**config.mk**
```make
export PLATFORM = sky130hd
export DESIGN_NAME = psum_acc_seq_flat
export DESIGN_NICKNAME = d
export VERILOG_FILES = /design/src/rtl/psum_acc_seq_if.sv /design/src/rtl/psum_acc_seq.sv /design/src/flat_wrapper.sv
export SDC_FILE = /design/constraint.sdc
export NUM_CORES = 1
export LEC_CHECK = 0
export ABC_AREA = 0
export BUFFER_PORTS_ARGS = -buffer_cell sky130_fd_sc_hd__buf_2
export CORE_AREA = 3 3 221 223
export DETAILED_ROUTE_END_ITERATION = 7
export DIE_AREA = 0 0 224 226
export SYNTH_ARGS = -nofsm -noshare
export SYNTH_HDL_FRONTEND = slang
export SYNTH_SLANG_ARGS = --single-unit
export TNS_END_PERCENT = 5
```
**constraint.sdc**
```tcl
create_clock -name clk -period 4.8 [get_ports clk]
set_input_delay 0.48 -clock clk [delete_from_list [all_inputs] [get_ports clk]]
set_output_delay 0.48 -clock clk [all_outputs]
set_load 0.005 [all_outputs]
```
**src/rtl/psum_acc_seq_if.sv**
```systemverilog
// ---------------------------------------------------------------------------
// psum_acc_seq_if
//   Bundles the signals around the partial-sum sequencer: the start/done
//   handshake with the core FSM, the psum SRAM read port, the SFP
//   (accumulate/ReLU unit) connection and the output SRAM write port.
//
//   master modport : the sequencer itself (drives the SRAM/SFP controls)
//   slave  modport : the environment (core FSM, SRAMs, SFP)
//
//   Handshake : start, psum_base, out_base -> ; busy, done <-
//   psum SRAM : psum_cen (active-low), psum_addr ->; psum_q <- (1-cycle latency)
//   SFP       : sfp_clr, acc, sfp_in ->; sfp_out <-
//   out SRAM  : out_wen (active-low), out_addr, out_d ->
// ---------------------------------------------------------------------------
interface psum_acc_seq_if #(
  parameter int psum_bw = 16,
  parameter int col     = 8,
  parameter int addr_bw = 11
);
  logic                     start;
  logic [addr_bw-1:0]       psum_base;
  logic [addr_bw-1:0]       out_base;
  logic                     busy;
  logic                     done;
  logic                     psum_cen;
  logic [addr_bw-1:0]       psum_addr;
  logic [psum_bw*col-1:0]   psum_q;
  logic                     sfp_clr;
  logic                     acc;
  logic [psum_bw*col-1:0]   sfp_in;
  logic [psum_bw*col-1:0]   sfp_out;
  logic                     out_wen;
  logic [addr_bw-1:0]       out_addr;
  logic [psum_bw*col-1:0]   out_d;

  modport master (
    input  start, psum_base, out_base, psum_q, sfp_out,
    output busy, done, psum_cen, psum_addr, sfp_clr, acc, sfp_in,
           out_wen, out_addr, out_d
  );

  modport slave (
    output start, psum_base, out_base, psum_q, sfp_out,
    input  busy, done, psum_cen, psum_addr, sfp_clr, acc, sfp_in,
           out_wen, out_addr, out_d
  );
endinterface

```
**src/rtl/psum_acc_seq.sv**
```systemverilog
// ---------------------------------------------------------------------------
// psum_acc_seq
//   Sequencer between the partial-sum SRAM and the accumulate/ReLU SFP.
//   For every output row o it clears the SFP, reads num_acc psum rows at
//   addresses psum_base + o + k*num_out (k = 0..num_acc-1, modulo 2^addr_bw),
//   strobes acc once per returned row, leaves one acc-low cycle for ReLU and
//   writes the SFP result to out_base + o.  Each output takes num_acc+4
//   cycles (CLR, RD x num_acc, DRAIN, RELU, WR); a single DONE cycle ends
//   the job.
//
//   Ports
//     clk     : clock, rising edge
//     reset   : synchronous, active-high
//     bus     : psum_acc_seq_if.master (handshake, psum SRAM, SFP, out SRAM)
//     perf_cycles [31:0] : only with ACC_PERF_EN; busy-cycle count of the
//                          last job, cleared on accepted start, saturating
//
//   Optional feature macro: ACC_PERF_EN
// ---------------------------------------------------------------------------
module psum_acc_seq #(
  parameter int psum_bw = 16,
  parameter int col     = 8,
  parameter int addr_bw = 11,
  parameter int num_acc = 9,
  parameter int num_out = 16
) (
  input  logic           clk,
  input  logic           reset,
  psum_acc_seq_if.master bus
`ifdef ACC_PERF_EN
  ,
  output logic [31:0]    perf_cycles
`endif
);

  localparam int DW = psum_bw * col;
  localparam int KW = (num_acc > 1) ? $clog2(num_acc) : 1;
  localparam int OW = (num_out > 1) ? $clog2(num_out) : 1;

  typedef enum logic [2:0] {
    S_IDLE,
    S_CLR,
    S_RD,
    S_DRAIN,
    S_RELU,
    S_WR,
    S_DONE
  } state_t;

  state_t             state_q, state_d;
  logic [OW-1:0]      o_q, o_d;
  logic [KW-1:0]      k_q, k_d;
  logic [addr_bw-1:0] psum_base_q, psum_base_d;
  logic [addr_bw-1:0] out_base_q, out_base_d;
  logic               busy_q, busy_d;
  logic               done_q, done_d;
  logic               psum_cen_q, psum_cen_d;
  logic               out_wen_q, out_wen_d;
  logic               acc_q, acc_d;
  logic               sfp_clr_q, sfp_clr_d;
  logic [addr_bw-1:0] psum_addr_q, psum_addr_d;
  logic [addr_bw-1:0] out_addr_q, out_addr_d;
  logic               start_acc;
  logic [DW-1:0]      rd_lanes;
  logic [DW-1:0]      wr_lanes;

  assign start_acc = (state_q == S_IDLE) && bus.start;

  always_comb begin
    state_d     = state_q;
    o_d         = o_q;
    k_d         = k_q;
    psum_base_d = psum_base_q;
    out_base_d  = out_base_q;
    done_d      = 1'b0;
    psum_cen_d  = 1'b1;
    out_wen_d   = 1'b1;
    sfp_clr_d   = 1'b0;
    // psum_q returns one cycle after each read, so acc simply trails RD.
    acc_d       = (state_q == S_RD);
    psum_addr_d = psum_addr_q;
    out_addr_d  = out_addr_q;

    case (state_q)
      S_IDLE: begin
        if (start_acc) begin
          psum_base_d = bus.psum_base;
          out_base_d  = bus.out_base;
          o_d         = '0;
          sfp_clr_d   = 1'b1;
          state_d     = S_CLR;
        end
      end
      S_CLR: begin
        k_d         = '0;
        psum_cen_d  = 1'b0;
        psum_addr_d = psum_base_q + addr_bw'(o_q);
        state_d     = S_RD;
      end
      S_RD: begin
        if (k_q == KW'(num_acc - 1)) begin
          state_d = S_DRAIN;
        end else begin
          // Stepping by num_out replaces the k*num_out multiply; the add
          // wraps modulo 2^addr_bw like the direct formula.
          k_d         = k_q + KW'(1);
          psum_cen_d  = 1'b0;
          psum_addr_d = psum_addr_q + addr_bw'(num_out);
        end
      end
      S_DRAIN: begin
        state_d = S_RELU;
      end
      S_RELU: begin
        out_wen_d  = 1'b0;
        out_addr_d = out_base_q + addr_bw'(o_q);
        state_d    = S_WR;
      end
      S_WR: begin
        if (o_q == OW'(num_out - 1)) begin
          done_d  = 1'b1;
          state_d = S_DONE;
        end else begin
          o_d       = o_q + OW'(1);
          sfp_clr_d = 1'b1;
          state_d   = S_CLR;
        end
      end
      S_DONE: begin
        state_d = S_IDLE;
      end
      default: begin
        state_d = S_IDLE;
      end
    endcase

    busy_d = (state_d != S_IDLE);
  end

  always_ff @(posedge clk) begin
    if (reset) begin
      state_q     <= S_IDLE;
      o_q         <= '0;
      k_q         <= '0;
      busy_q      <= 1'b0;
      done_q      <= 1'b0;
      psum_cen_q  <= 1'b1;
      out_wen_q   <= 1'b1;
      acc_q       <= 1'b0;
      sfp_clr_q   <= 1'b0;
      psum_addr_q <= '0;
      out_addr_q  <= '0;
    end else begin
      state_q     <= state_d;
      o_q         <= o_d;
      k_q         <= k_d;
      busy_q      <= busy_d;
      done_q      <= done_d;
      psum_cen_q  <= psum_cen_d;
      out_wen_q   <= out_wen_d;
      acc_q       <= acc_d;
      sfp_clr_q   <= sfp_clr_d;
      psum_addr_q <= psum_addr_d;
      out_addr_q  <= out_addr_d;
    end
  end

  // Job bases are plain data, only meaningful after an accepted start.
  always_ff @(posedge clk) begin
    psum_base_q <= psum_base_d;
    out_base_q  <= out_base_d;
  end

  assign rd_lanes      = bus.psum_q;
  assign wr_lanes      = bus.sfp_out;
  assign bus.sfp_in    = rd_lanes;
  assign bus.out_d     = wr_lanes;
  assign bus.busy      = busy_q;
  assign bus.done      = done_q;
  assign bus.psum_cen  = psum_cen_q;
  assign bus.psum_addr = psum_addr_q;
  assign bus.sfp_clr   = sfp_clr_q;
  assign bus.acc       = acc_q;
  assign bus.out_wen   = out_wen_q;
  assign bus.out_addr  = out_addr_q;

`ifdef ACC_PERF_EN
  logic [31:0] perf_q, perf_d;

  always_comb begin
    perf_d = perf_q;
    if (start_acc) begin
      perf_d = '0;
    end else if (busy_q && (perf_q != 32'hFFFF_FFFF)) begin
      perf_d = perf_q + 32'd1;
    end
  end

  always_ff @(posedge clk) begin
    if (reset) begin
      perf_q <= '0;
    end else begin
      perf_q <= perf_d;
    end
  end

  assign perf_cycles = perf_q;
`endif

endmodule

```
**src/flat_wrapper.sv**
```systemverilog
// flat-port wrapper written by rule: the top's interface ports become plain ports
module psum_acc_seq_flat 
#(
  parameter int psum_bw = 16,
  parameter int col     = 8,
  parameter int addr_bw = 11,
  parameter int num_acc = 9,
  parameter int num_out = 16
)
  (clk, reset, bus_start, bus_psum_base, bus_out_base, bus_psum_q, bus_sfp_out, bus_busy, bus_done, bus_psum_cen, bus_psum_addr, bus_sfp_clr, bus_acc, bus_sfp_in, bus_out_wen, bus_out_addr, bus_out_d);
  psum_acc_seq_if #(.psum_bw(psum_bw), .col(col), .addr_bw(addr_bw)) bus_i ();
  input  logic clk;
  input  logic reset;
  input wire logic [$bits(bus_i.start)-1:0] bus_start;
  input wire logic [$bits(bus_i.psum_base)-1:0] bus_psum_base;
  input wire logic [$bits(bus_i.out_base)-1:0] bus_out_base;
  input wire logic [$bits(bus_i.psum_q)-1:0] bus_psum_q;
  input wire logic [$bits(bus_i.sfp_out)-1:0] bus_sfp_out;
  output wire logic [$bits(bus_i.busy)-1:0] bus_busy;
  output wire logic [$bits(bus_i.done)-1:0] bus_done;
  output wire logic [$bits(bus_i.psum_cen)-1:0] bus_psum_cen;
  output wire logic [$bits(bus_i.psum_addr)-1:0] bus_psum_addr;
  output wire logic [$bits(bus_i.sfp_clr)-1:0] bus_sfp_clr;
  output wire logic [$bits(bus_i.acc)-1:0] bus_acc;
  output wire logic [$bits(bus_i.sfp_in)-1:0] bus_sfp_in;
  output wire logic [$bits(bus_i.out_wen)-1:0] bus_out_wen;
  output wire logic [$bits(bus_i.out_addr)-1:0] bus_out_addr;
  output wire logic [$bits(bus_i.out_d)-1:0] bus_out_d;
  assign bus_i.start = bus_start;
  assign bus_i.psum_base = bus_psum_base;
  assign bus_i.out_base = bus_out_base;
  assign bus_i.psum_q = bus_psum_q;
  assign bus_i.sfp_out = bus_sfp_out;
  assign bus_busy = bus_i.busy;
  assign bus_done = bus_i.done;
  assign bus_psum_cen = bus_i.psum_cen;
  assign bus_psum_addr = bus_i.psum_addr;
  assign bus_sfp_clr = bus_i.sfp_clr;
  assign bus_acc = bus_i.acc;
  assign bus_sfp_in = bus_i.sfp_in;
  assign bus_out_wen = bus_i.out_wen;
  assign bus_out_addr = bus_i.out_addr;
  assign bus_out_d = bus_i.out_d;
  psum_acc_seq #(.psum_bw(psum_bw), .col(col), .addr_bw(addr_bw), .num_acc(num_acc), .num_out(num_out)) u_core (.clk(clk), .reset(reset), .bus(bus_i));
endmodule
```
* Word level (Yosys, flattened, before mapping)
Cells that the tools add are included.
** Operators by class
- Reductions and logical operators :: 9
- $add $sub $neg :: 5
- Eq/ne operators :: 10
- Muxes and demuxes :: 18
- Bitwise operators :: 1
** Operators by type and width (count)
- $add A11 B4 Y11 :: 2
- $pmux W11 S2 :: 1
- $pmux W3 S6 :: 1
- $pmux W4 S2 :: 2
- $mux W4 :: 3
- $add A11 B5 Y11 const B :: 1
- $mux W11 :: 1
- $mux W3 :: 3
- $add A4 B1 Y4 const B :: 2
- $eq A4 B4 Y1 const B :: 2
- $eq A3 B2 Y1 const B :: 2
- $eq A3 B3 Y1 const B :: 2
- $mux W1 :: 5
- $ne A2 B2 Y1 const B :: 2
- $pmux W1 S2 :: 2
- $reduce_and A2 Y1 :: 2
- $reduce_bool A2 Y1 :: 2
- $eq A3 B1 Y1 const B :: 1
- $logic_not A3 Y1 :: 1
- $reduce_and A3 Y1 :: 1
- $reduce_bool A3 Y1 :: 1
- $ne A2 B1 Y1 const B :: 1
- $reduce_or A2 Y1 :: 1
- $logic_and A1 B1 Y1 :: 1
- $not A1 Y1 :: 1
** Word-level totals
- Input port bits :: 281
- Output and inout bits :: 284
- Register bits :: 61
- Word-level logic and storage cells :: 56

* Depth between registers and ports, before layout
Gate-level depths: netlist (run 1).
- Depth in word-level cells :: 5
- Depth in mapped cells :: 8
- Depth with buffers taken out :: 6

* Worst setup path before layout (run 1)
No wires, ideal clock.
- Path kind :: reg2reg
- From :: register u_core.state_q[0]
- To :: register u_core.o_q[0]
- Cell stages (with the launch flop) :: 6
- Arrival :: 3.656 ns
- Setup time :: 0.128 ns
- Path slack :: 1.016 ns
- Clock period less this slack :: 3.784 ns
- Cell sequence :: dfxtp_1 buf_2 nor4b_1 a21oi_1 mux2i_1 nor2_1
** On the way
- Cells in the longest elaborated chain, start to end :: 4
- Elaborated cells between the ends (all ways) :: 8
- Those cells by class :: eq/ne (3); mux (1); reduce/logical (4)
** RTL lines
- start, declared :: RTL line psum_acc_seq.sv:50 : state_t state_q, state_d;
- start signal, assigned :: RTL line psum_acc_seq.sv:154 : state_q <= state_d;
- $logic_not A3 Y1 :: RTL line psum_acc_seq.sv:67, psum_acc_seq.sv:84
- $logic_and A1 B1 Y1 :: RTL line psum_acc_seq.sv:67 : assign start_acc = (state_q == S_IDLE) && bus.start;
- $ne A2 B1 Y1 (no source line)
- $reduce_and A3 Y1 (no source line)
- end signal, assigned :: RTL line psum_acc_seq.sv:143 : o_q <= '0;
- end signal, assigned :: RTL line psum_acc_seq.sv:155 : o_q <= o_d;
- end, declared :: RTL line psum_acc_seq.sv:51 : logic [OW-1:0] o_q, o_d;
Parallel ways exist; a longest one is shown, timed or not.
A chain may end at the register's enable or synchronous reset.

* Worst setup path in the final report (run 1)
- From :: register u_core.state_q[1]
- To :: register u_core.psum_addr_q[4], in the netlist u_core.bus.psum_addr[4]
** On the way
- Cells in the longest elaborated chain, start to end :: 3
- Elaborated cells between the ends (all ways) :: 6
- Those cells by class :: eq/ne (3); mux (1); reduce/logical (2)
** RTL lines
- $eq A3 B2 Y1 / $eq A3 B1 Y1 (equally long branches) :: RTL line psum_acc_seq.sv:84 : case (state_q)
- $ne A2 B2 Y1 (no source line) / $reduce_bool A2 Y1 (equally long branches)
- $reduce_and A2 Y1 (no source line)
- end signal, assigned :: RTL line psum_acc_seq.sv:163 : psum_addr_q <= psum_addr_d;
- end, declared :: RTL line psum_acc_seq.sv:61 : logic [addr_bw-1:0] psum_addr_q, psum_addr_d;
Parallel ways exist; a longest one is shown, timed or not.

==> results by group, run 1 <==
Synthesis
  • Synth cell types: 51
  • Top cells by count, synth: 256 x buf_4, 39 x dfxtp_1, 24 x a21oi_1, 22 x edfxtp_1, 19 x nand2_1
  • Synth area leaders: buf_4 39%, dfxtp_1 16%, edfxtp_1 14%
  • Yosys reg bits: 61
  • Number of flops mapped to enable cells by yosys: 22
  • Ys Warns: 0
  • Sequential-to-total area share from yosys stat: 0.296
  • Cell Area, Synth: between 4000 and 5000 um^2
  • Synth area leader: buf_4
  • Post-synthesis instance total: 551
  • Share of synthesized flip-flops with an asynchronous set or reset: 0
  • Synth Area per Inst: between 8 and 9 um^2
  • Yosys top cell area share: 0.395
  • Dominant synthesized flop cell: dfxtp_1
  • Count leader, synth: buf_4
  • Syn nets: 846

Clock tree
  • CTS Root Cell: clkbuf_16
  • Max clock buf depth: 2
  • Clk slew on worst S/H paths: 50 ps
  • Clk Latency, worst-skew pair: 330 ps
  • CTS tree: built
  • Num CTS Buffers: 9
  • # resized after CTS: 0
  • Post-CTS setup buffers: 0
  • CTS Hold Bufs: 0
  • Sink Count: between 60 and 70
  • CTS H-tree lvls: 3

Timing
  • Final Max Slew Viols: 0
  • Slew HR: 0.193
  • Clock Skews: approximately 6.7 ps
  • Max frequency: 436 MHz
  • Final Hold Fails: 0
  • Final setup fails: 0
  • Final worst path period share: 0.478
  • Final setup TNS: 0 ps
  • RSZ-0062 raised after global routing: no
  • Tmin final: 2290 ps
  • Slew @ Worst Pin: 1210 ps

Detailed routing
  • 1st-iter DRT viols: 207
  • Vias after detailed routing: 2,868
  • DRC viols: 0
  • DR pass1 iterations: 5
  • Vias/cell: approximately 3.0
  • Post-route ant nets: 0
  • Wire per inst: 31.2 um
  • DRT Wirelength: 29.8 mm

GRT
  • Initial antenna violation count: 0
  • First-pass GRT wire length: around 35 mm
  • GRT overflow: 0
  • Gr usage total: 0.110
  • Pin count of the biggest net entering global routing: 45
  • Vias in the first global route: ~2.7k

Die
  • Site Rows: 79
  • Initial Utilization: 0.104
  • Die footprint: 50,600 um^2
  • Core box area: approximately 47,000 um^2
  • Die height: 226 um
  • # IOs: 565
  • Die X: 224 um

Setup path
  • Crit Path Max Fanout: 15
  • Critical path type: flop to flop
  • Worst Path Arrival: ~2500 ps
  • Cells on worst reg2reg path: 4
  • Startpoint types: flop
  • Setup crit end kind: flop
  • Required @ worst endpoint: 5040 ps

Min path
  • Hold crit path type: input port to flop
  • Hold path cells: 1

Final layout
  • Multi-input logic area: about 1400 um^2
  • Area Overhead vs Synth: -13.8%
  • Reg area: 1440 um^2
  • Non-Filler Instances: approximately 960
  • Share of layout cells above drive strength 1: 0.190
  • # fillers: 5,404
  • Fin nets: 639
  • N_diodes: 0

Pwr
  • Pwr Density: 325 nW/um^2
  • Peak VDD IR: between 0.2 and 0.25 mV
  • Lkg Pwr: 1.44 nW

Run status
  • Outcome: finished, final reports clean

Placed design
  • Post-DP HPWL: 26.9 mm
  • Cells after DPL: 940
  • Routability cong.: around 0.8
  • Port bufs: between 50 and 60

Flow run
  • Max-Cap Viols: 0
## routing by layer
layer | routed length, um | part of all wire | track usage | vias up
met2 | 13500 | 0.45 | 0.175 | 375
met3 | 9640 | 0.32 | 0.166 | 63
met5 | 281 | 0.0094 | 0.0417 | -
met4 | 1410 | 0.047 | 0.0454 | 4
li1 | - | - | - | 1207
met1 | 4950 | 0.17 | 0.0539 | 1219
## cell type report
class	count	share of cell area
clock buffer	13	0.0596
clock inverter	2	0.00805
inverter	8	0.00716
multi-input combinational	210	0.335
sequential	61	0.343
tap	607	0.181
timing repair buffer	54	0.0656
## critical path, stage by stage, from the launching register on
cell,delay [ps]
dfxtp_1,520
or3b_1,610
o21a_1,390
or4b_1,540
a21oi_1,160
## where the power goes
part | internal (mW) | switching (mW) | total (mW)
combinational | 0.0555 | 0.0800 | 0.136
sequential | 0.574 | 0.0337 | 0.608
clock | 0.411 | 0.211 | 0.623
total | 1.04 | 0.325 | 1.37
## path summary, 6_finish.rpt
| kind | startpoint | to | slack (ps) |
|---|---|---|---|
| setup / recovery | u_core.state_q[1] | u_core.bus.psum_addr[4] | 2510 |
| hold / removal | bus_psum_base[0] | u_core.psum_base_q[0] | 330 |
| setup reg to reg | u_core.state_q[1] | u_core.bus.psum_addr[4] | 2510 |
| hold reg to reg | u_core.bus.psum_addr[0] | u_core.bus.psum_addr[0] | 460 |
## cell families after synthesis
kind of cell	count (synthesis)	share of synthesized area
flip-flops	61	0.296
AO/OA/AOI/OAI	85	0.116
adder cells (fa/ha/maj)	14	0.0391
XOR/XNOR	9	0.0162
multiplexers	2	0.00411
AND/OR/NAND/NOR	100	0.112
buffers and inverters	280	0.416
## through the flow
stage | total power [mW] | worst slack [ps] | utilization | instance area (um^2) | hold slack, ps
floorplan | 0.868 | 1020 | - | 4870 | 448
global placement | 0.753 | 2570 | 0.0837 | 3910 | 443
detailed placement | 0.757 | 2540 | 0.0837 | 3910 | 448
CTS | 1.38 | 2510 | 0.0898 | 4200 | 321
global route | 1.43 | 2200 | 0.0898 | 4200 | 319
finish | 1.37 | 2510 | 0.0898 | 4200 | 332
## placed cells by master, fill, tap and decap left out, types with 5 or more instances in the layout
cell type	Yosys	layout
buf_2	7	52
dfxtp_1	39	39
a21oi_1	24	24
edfxtp_1	22	22
nand2_1	19	19
nor2_1	18	18
o21ai_0	13	13
ha_1	12	12
nand3_1	11	11
a211oi_1	10	10
or3_1	10	10
clkbuf_16	0	9
inv_1	8	8
a311oi_1	7	7
nor3_1	6	6
a21o_1	5	5
nand2b_1	5	5
xnor2_1	5	5
nor2b_1	5	5
## flip-flops by register name (all words and copies together) (netlist names)
signal	cells
u_core.bus.out_addr	11
u_core.bus.psum_addr	11
u_core.out_base_q	11
u_core.psum_base_q	11
u_core.k_q	4
u_core.o_q	4
u_core.state_q	3
u_core.bus.acc	1
u_core.bus.busy	1
u_core.bus.done	1
u_core.bus.out_wen	1
u_core.bus.psum_cen	1
u_core.bus.sfp_clr	1
Power figures use the tool's default switching activity.
==> run 2, diff against run 1 <==
ABC_AREA = 1   (was 0)
CORE_AREA = 3 3 218 220   (was 3 3 221 223)
DIE_AREA = 0 0 221 223   (was 0 0 224 226)
clock period = 2.3 ns   (was 4.8 ns; I/O delays follow)
==> run 2 against run 1 <==
Clock skew hardly changed; sequential share of layout area is 0.86 points lower; global-route usage is 2.0 points higher; die area is 2.6% lower; design area is 2.6% higher; via count is 8.4% higher; worst setup slack worse by 2100 ps; final cell count is 7.5% higher; sequential power is 110% higher; largest cell class unchanged; largest power group unchanged.
==> results by group, run 2 <==
Clock tree
  • Clk Latency, worst-skew pair: 320 ps (about the same)
  • CTS Root Cell: clkbuf_16
  • Num CTS Buffers: 9 (unchanged)
  • CTS tree: built
  • CTS Hold Bufs: 0 (unchanged)
  • CTS H-tree lvls: 3 (unchanged)
  • Post-CTS setup buffers: 0 (unchanged)
  • Sink Count: 61 (unchanged)
  • # resized after CTS: 0 (unchanged)
  • Clk slew on worst S/H paths: 50 ps (about the same)
  • Max clock buf depth: 2 (unchanged)

Synthesis
  • Yosys reg bits: 61 (unchanged)
  • Top cells by count, synth: 256 x buf_4, 72 x nand2_1, 52 x nor2_1, 41 x nand3_1, 39 x dfxtp_1
  • Adder-Cell Fraction of Synth Area: 0.0387 (-0.000338)
  • Dominant synthesized flop cell: dfxtp_1
  • Synth Area per Inst: 7.92 um^2 (-10%)
  • XOR/XNOR Fraction of Synth Area: 0.0107 (-0.00549)
  • Syn nets: 915 (+8.2%)
  • Post-synthesis instance total: 620 (+13%)
  • Largest family of logic cells by synthesized area: buffers and inverters
  • Synth cell types: 35 (-31%)
  • Synth area leader: buf_4
  • Synth area leaders: buf_4 39%, dfxtp_1 16%, edfxtp_1 13%
  • Cell Area, Synth: 4910 um^2 (+0.87%)
  • Simple-gate share of the synthesized area: 0.172 (+0.0597)
  • Count leader, synth: buf_4
  • Post-synthesis compound-gate area fraction: 0.0578 (-0.0583)
  • Share of synthesized flip-flops with an asynchronous set or reset: 0 (unchanged)
  • Yosys top cell area share: 0.391 (-0.00342)
  • Number of flops mapped to enable cells by yosys: 22 (unchanged)
  • Ys Warns: 0 (unchanged)
  • Multiplexer share of the synthesized area: 0 (-0.00411)
  • Sequential-to-total area share from yosys stat: 0.293 (-0.00256)

Die
  • Core box area: 45,500 um^2 (-2.7%)
  • # IOs: 565 (unchanged)
  • Initial Utilization: 0.108 (+0.00386)
  • Die X: 221 um (-1.3%)
  • Site Rows: 78 (-1.3%)
  • Die height: 223 um (-1.3%)
  • Die footprint: 49,300 um^2 (-2.6%)

Setup path
  • Startpoint types: flop
  • Required @ worst endpoint: 2510 ps (-2530 ps)
  • Crit-path cells: ha_1 > fa_1 > nand3_1 > nand2_1 > or2_2 > nand3_1 > a21oi_1
  • Crit Path Max Fanout: 8 (-7)
  • Worst Path Arrival: 2090 ps (-450 ps)
  • CP bufs+invs: 0 (unchanged)
  • Delay-heaviest family, CP: adder cells
  • Setup crit end kind: flop
  • Slowest-stage cell, CP: fa_1
  • Critical path type: flop to flop
  • Most used cell along the critical path: nand3_1
  • Worst path max stage delay: 420 ps (-190 ps)

Run status
  • Outcome: finished, final reports clean

GRT
  • GRT overflow: 0 (unchanged)
  • First-pass GRT wire length: 40.4 mm (+16%)
  • Initial antenna violation count: 1 (+1)
  • Pin count of the biggest net entering global routing: 23 (-49%)
  • Gr usage total: 0.130 (+0.0204)
  • Vias in the first global route: 2,980 (+9.0%)

Timing
  • Max frequency: 534 MHz (+22%)
  • Final Hold Fails: 0 (unchanged)
  • RSZ-0062 raised after global routing: no
  • Final WS setup: 427 ps (-2080 ps)
  • Slew HR: 0.482 (+0.288)
  • Final Max Slew Viols: 0 (unchanged)
  • Clock Skews: 7.04 ps (+0.332 ps)
  • Final setup TNS: 0 ps (unchanged)
  • Final worst path period share: 0.814 (+0.336)
  • Tmin final: 1870 ps (-421 ps)
  • Final setup fails: 0 (unchanged)
  • Slew @ Worst Pin: 777 ps (-431 ps)

Detailed routing
  • DRC viols: 0 (unchanged)
  • Wire per inst: 32.9 um (+5.5%)
  • Vias after detailed routing: 3,109 (+8.4%)
  • DRT Wirelength: 33.8 mm (+13%)
  • Vias/cell: 3.03 (+0.80%)
  • 1st-iter DRT viols: 179 (-14%)
  • Post-route ant nets: 0 (unchanged)
  • DR pass1 iterations: 5 (unchanged)

Final layout
  • N_diodes: 0 (unchanged)
  • Fin nets: 717 (+12%)
  • Most frequent cells in the layout: 72 x nand2_1, 52 x nor2_1, 52 x buf_2
  • Share of layout cells above drive strength 1: 0.197 (+0.00707)
  • Most common cell after layout, fill and taps aside: nand2_1
  • Multi-input logic area: 1370 um^2 (-2.6%)
  • # fillers: 5,333 (-1.3%)
  • Area Overhead vs Synth: -12.4%
  • Reg area: 1440 um^2 (unchanged)

Flow run
  • Max-Cap Viols: 0 (unchanged)

Pwr
  • Lkg Pwr: 1.70 nW (+18%)
  • Pwr Density: 716 nW/um^2 (+120%)
  • Peak VDD IR: 0.577 mV (+150%)

Placed design
  • Pre-CTS setup slack: 436 ps (-2100 ps)
  • Post-DP HPWL: 31.3 mm (+16%)
  • Port bufs: 52 (unchanged)
  • Routability cong.: 0.840 (+4.6%)

Min path
  • Hold crit path type: input port to flop
==> run 2: cell count changes in the layout (fill, tap and decap cells not counted), sizes merged, moves of 5 or more <==
cell,before,now
nand2,19,74
o21ai,14,22
nor2,18,54
a211oi,10,1
nor2b,5,0
or3,10,0
nand2b,5,0
nand3,11,45
inv,8,36
a311oi,7,0
==> run 2: area by class of cell <==
class                      instances  share of cell area
tap                              600               0.174
clock buffer                      11              0.0541
inverter                          36              0.0314
clock inverter                     5              0.0230
sequential                        61               0.335
multi-input combinational        260               0.318
timing repair buffer              54              0.0640
==> run 2: worst paths after layout <==
kind | cells past startpoint | from | slack [ps] | endpoint
min reg2reg | 2 | u_core.bus.psum_addr[1] | 470 | u_core.bus.psum_addr[1]
max reg2reg | 7 | u_core.psum_base_q[0] | 430 | u_core.bus.psum_addr[4]
min | 1 | bus_psum_base[9] | 80 | u_core.psum_base_q[9]
max | 7 | u_core.psum_base_q[0] | 430 | u_core.bus.psum_addr[4]
==> run 2: through the flow <==
step	hold WS, ps	utilization	cell area [um^2]	std cells	power [mW]
finish	82.3	0.0946	4300	1027	3.08
floorplan	329	-	4910	620	1.83
CTS	62.6	0.0946	4300	1027	3.13
global route	67.0	0.0946	4300	1027	3.22
detailed placement	408	0.0874	3970	1011	1.61
global placement	406	0.0874	3970	1011	1.60
==> run 2: metal layers <==
| layer | vias to the layer above | track usage | routed length, um |
|---|---|---|---|
| li1 | 1341 | - | - |
| met1 | 1270 | 0.0562 | 5140 |
| met2 | 414 | 0.189 | 14100 |
| met3 | 82 | 0.245 | 13300 |
| met4 | 2 | 0.0420 | 1040 |
| met5 | - | 0.0225 | 133 |
==> run 2: power breakdown <==
| part | switching [mW] | total, mW | internal [mW] |
|---|---|---|---|
| registers | 0.0660 | 1.27 | 1.20 |
| logic | 0.200 | 0.314 | 0.114 |
| clock network | 0.449 | 1.50 | 1.05 |
==> run 2: kinds of logic after synthesis <==
group / count (synthesis)
and+or+nand+nor: 187
xor gates and xnor gates: 6
AOI/OAI and AO/OA: 53
buffers and inverters: 299
DFF: 61
adders and majority gates: 14
==> run 3, diff against run 2 <==
clock period = 1.8 ns   (was 2.3 ns; I/O delays follow)
==> run 3 against run 2 <==
Non-clock buffer count grew 3; maximum frequency grew 8.6%; die area stayed put; total power increased by 21%; clock power grew 13%; critical path depth unchanged; sequential cell count stayed put; sequential power rose by 28%; final cell count is 0.29% higher; via count increased by 0.93%; critical endpoint is now u_core.bus.out_addr[4]; largest cell class unchanged; highest routed layer unchanged.
==> results by group, run 3 (synthesis results as in run 2) <==
Setup path
  • CP Depth: 7 (unchanged)
  • Worst path max stage delay: 410 ps (about the same)
  • Worst Path Arrival: 1940 ps (-150 ps)
  • Required @ worst endpoint: 2020 ps (-490 ps)
  • CP bufs+invs: 1 (+1)
  • Slowest-stage cell, CP: fa_1
  • Cells on worst reg2reg path: 7 (unchanged)
  • Delay-heaviest family, CP: adder cells
  • Crit-path cells: ha_1 > fa_1 > nand3_1 > nand2_1 > xor2_1 > o21ai_0 > inv_1
  • Critical path type: flop to flop
  • Crit Path Max Fanout: 4 (-4)
  • Setup crit end kind: flop
  • Startpoint types: flop

Placed design
  • Cells after DPL: 1,014 (+0.30%)
  • Port bufs: 52 (unchanged)
  • DP Area: 4000 um^2 (+0.57%)
  • Post-DP HPWL: 31.5 mm (+0.64%)
  • Routability cong.: 0.844 (+0.49%)
  • Pre-CTS setup slack: 20.9 ps (-416 ps)

Detailed routing
  • DRT Wirelength: 34.0 mm (+0.65%)
  • DRC viols: 0 (unchanged)
  • DR pass1 iterations: 4 (-1)
  • Vias after detailed routing: 3,138 (+0.93%)
  • Post-route ant nets: 0 (unchanged)
  • Wire per inst: 33.0 um (+0.36%)
  • Vias/cell: 3.05 (+0.64%)
  • 1st-iter DRT viols: 240 (+34%)

Die
  • Site Rows: 78 (unchanged)
  • Initial Utilization: 0.108 (unchanged)
  • Die footprint: 49,300 um^2 (unchanged)
  • Die height: 223 um (unchanged)
  • Core box area: 45,500 um^2 (unchanged)
  • Die X: 221 um (unchanged)
  • # IOs: 565 (unchanged)

Final layout
  • Most common cell after layout, fill and taps aside: nand2_1
  • Final core occ: 0.0944 (-0.000193)
  • N_diodes: 0 (unchanged)
  • Area Overhead vs Synth: -12.6%
  • Share of layout cells above drive strength 1: 0.214 (+0.0172)
  • Most frequent cells in the layout: 71 x nand2_1, 52 x nor2_1, 52 x buf_2
  • Final instance area: 4300 um^2 (-0.20%)
  • Non-Filler Instances: 1,030 (+0.29%)
  • # fillers: 5,346 (+0.24%)
  • Multi-input logic area: 1380 um^2 (+0.55%)
  • Reg area: 1440 um^2 (about the same)
  • Fin nets: 720 (+0.42%)

Timing
  • Final setup fails: 0 (unchanged)
  • Clock Skews: 5.90 ps (-1.14 ps)
  • Final Max Slew Viols: 0 (unchanged)
  • Worst Hold Margin: 23.1 ps (-59.2 ps)
  • Slew @ Worst Pin: 371 ps (-406 ps)
  • Max frequency: 580 MHz (+8.6%)
  • Tmin final: 1720 ps (-149 ps)
  • Final setup TNS: 0 ps (unchanged)
  • Final worst path period share: 0.958 (+0.143)
  • Slew HR: 0.753 (+0.271)
  • Final Hold Fails: 0 (unchanged)
  • RSZ-0062 raised after global routing: yes
  • Final WS setup: 76.1 ps (-351 ps)

Clock tree
  • CTS tree: built
  • CTS Hold Bufs: 0 (unchanged)
  • Num CTS Buffers: 9 (unchanged)
  • Post-CTS setup buffers: 0 (unchanged)
  • Max clock buf depth: 2 (unchanged)
  • CTS Root Cell: clkbuf_16
  • Sink Count: 61 (unchanged)
  • Clk Latency, worst-skew pair: 330 ps (about the same)
  • Clk slew on worst S/H paths: 50 ps (about the same)
  • CTS H-tree lvls: 3 (unchanged)

GRT
  • First-pass GRT wire length: 41.0 mm (+1.6%)
  • Pin count of the biggest net entering global routing: 23 (unchanged)
  • Gr usage total: 0.132 (+0.00150)
  • Vias in the first global route: 3,126 (+4.9%)
  • Initial antenna violation count: 1 (unchanged)
  • GRT overflow: 0 (unchanged)

Min path
  • Hold crit path type: input port to flop
  • Hold path cells: 1 (unchanged)

Pwr
  • Lkg Pwr: 1.68 nW (-0.77%)
  • Peak VDD IR: 0.641 mV (+11%)
  • Overall Power: 3.71 mW (+21%)
  • Pwr Density: 865 nW/um^2 (+21%)

Flow run
  • Max-Cap Viols: 0 (unchanged)

Run status
  • Outcome: finished, final reports clean
[run 3: cell count changes in the layout (fill, tap and decap cells not counted), sizes merged]
cell      before  now
buf           54   57
bufinv         3    1
clkbuf        11   10
clkinvlp       0    2
inv           36   37
[run 3: metal layers]
| metal | global-route usage | vias up | wire [um] |
|---|---|---|---|
| met1 | 0.0580 | 1271 | 5230 |
| met4 | 0.0434 | 2 | 1110 |
| met3 | 0.246 | 95 | 13300 |
| met5 | 0.0156 | - | 82 |
| met2 | 0.191 | 423 | 14200 |
| li1 | - | 1347 | - |
[run 3: power by group]
part           leakage [nW]  switching [mW]  internal, mW
logic                  1.02           0.253         0.151
registers             0.528          0.0881          1.53
clock network         0.137           0.622          1.07
[run 3: what timing repair did]
item,4_1_cts,5_1_grt
hold endpoints to repair,0,0
endpoints found under the setup margin,0,12
resized for setup,0,4
[run 3: layout make-up]
| cell class | instances | share of cell area |
|---|---|---|
| clock buffer | 10 | 0.0533 |
| clock inverter | 6 | 0.0146 |
| inverter | 36 | 0.0315 |
| multi-input combinational | 260 | 0.321 |
| sequential | 61 | 0.336 |
| tap | 600 | 0.175 |
| timing repair buffer | 57 | 0.0693 |
[run 3: final timing paths]
check / start / endpoint / slack, ps
max: u_core.out_base_q[0] / u_core.bus.out_addr[4] / 80
min: bus_psum_base[7] / u_core.psum_base_q[7] / 20
max reg2reg: u_core.out_base_q[0] / u_core.bus.out_addr[4] / 80
min reg2reg: u_core.k_q[2] / u_core.k_q[2] / 470
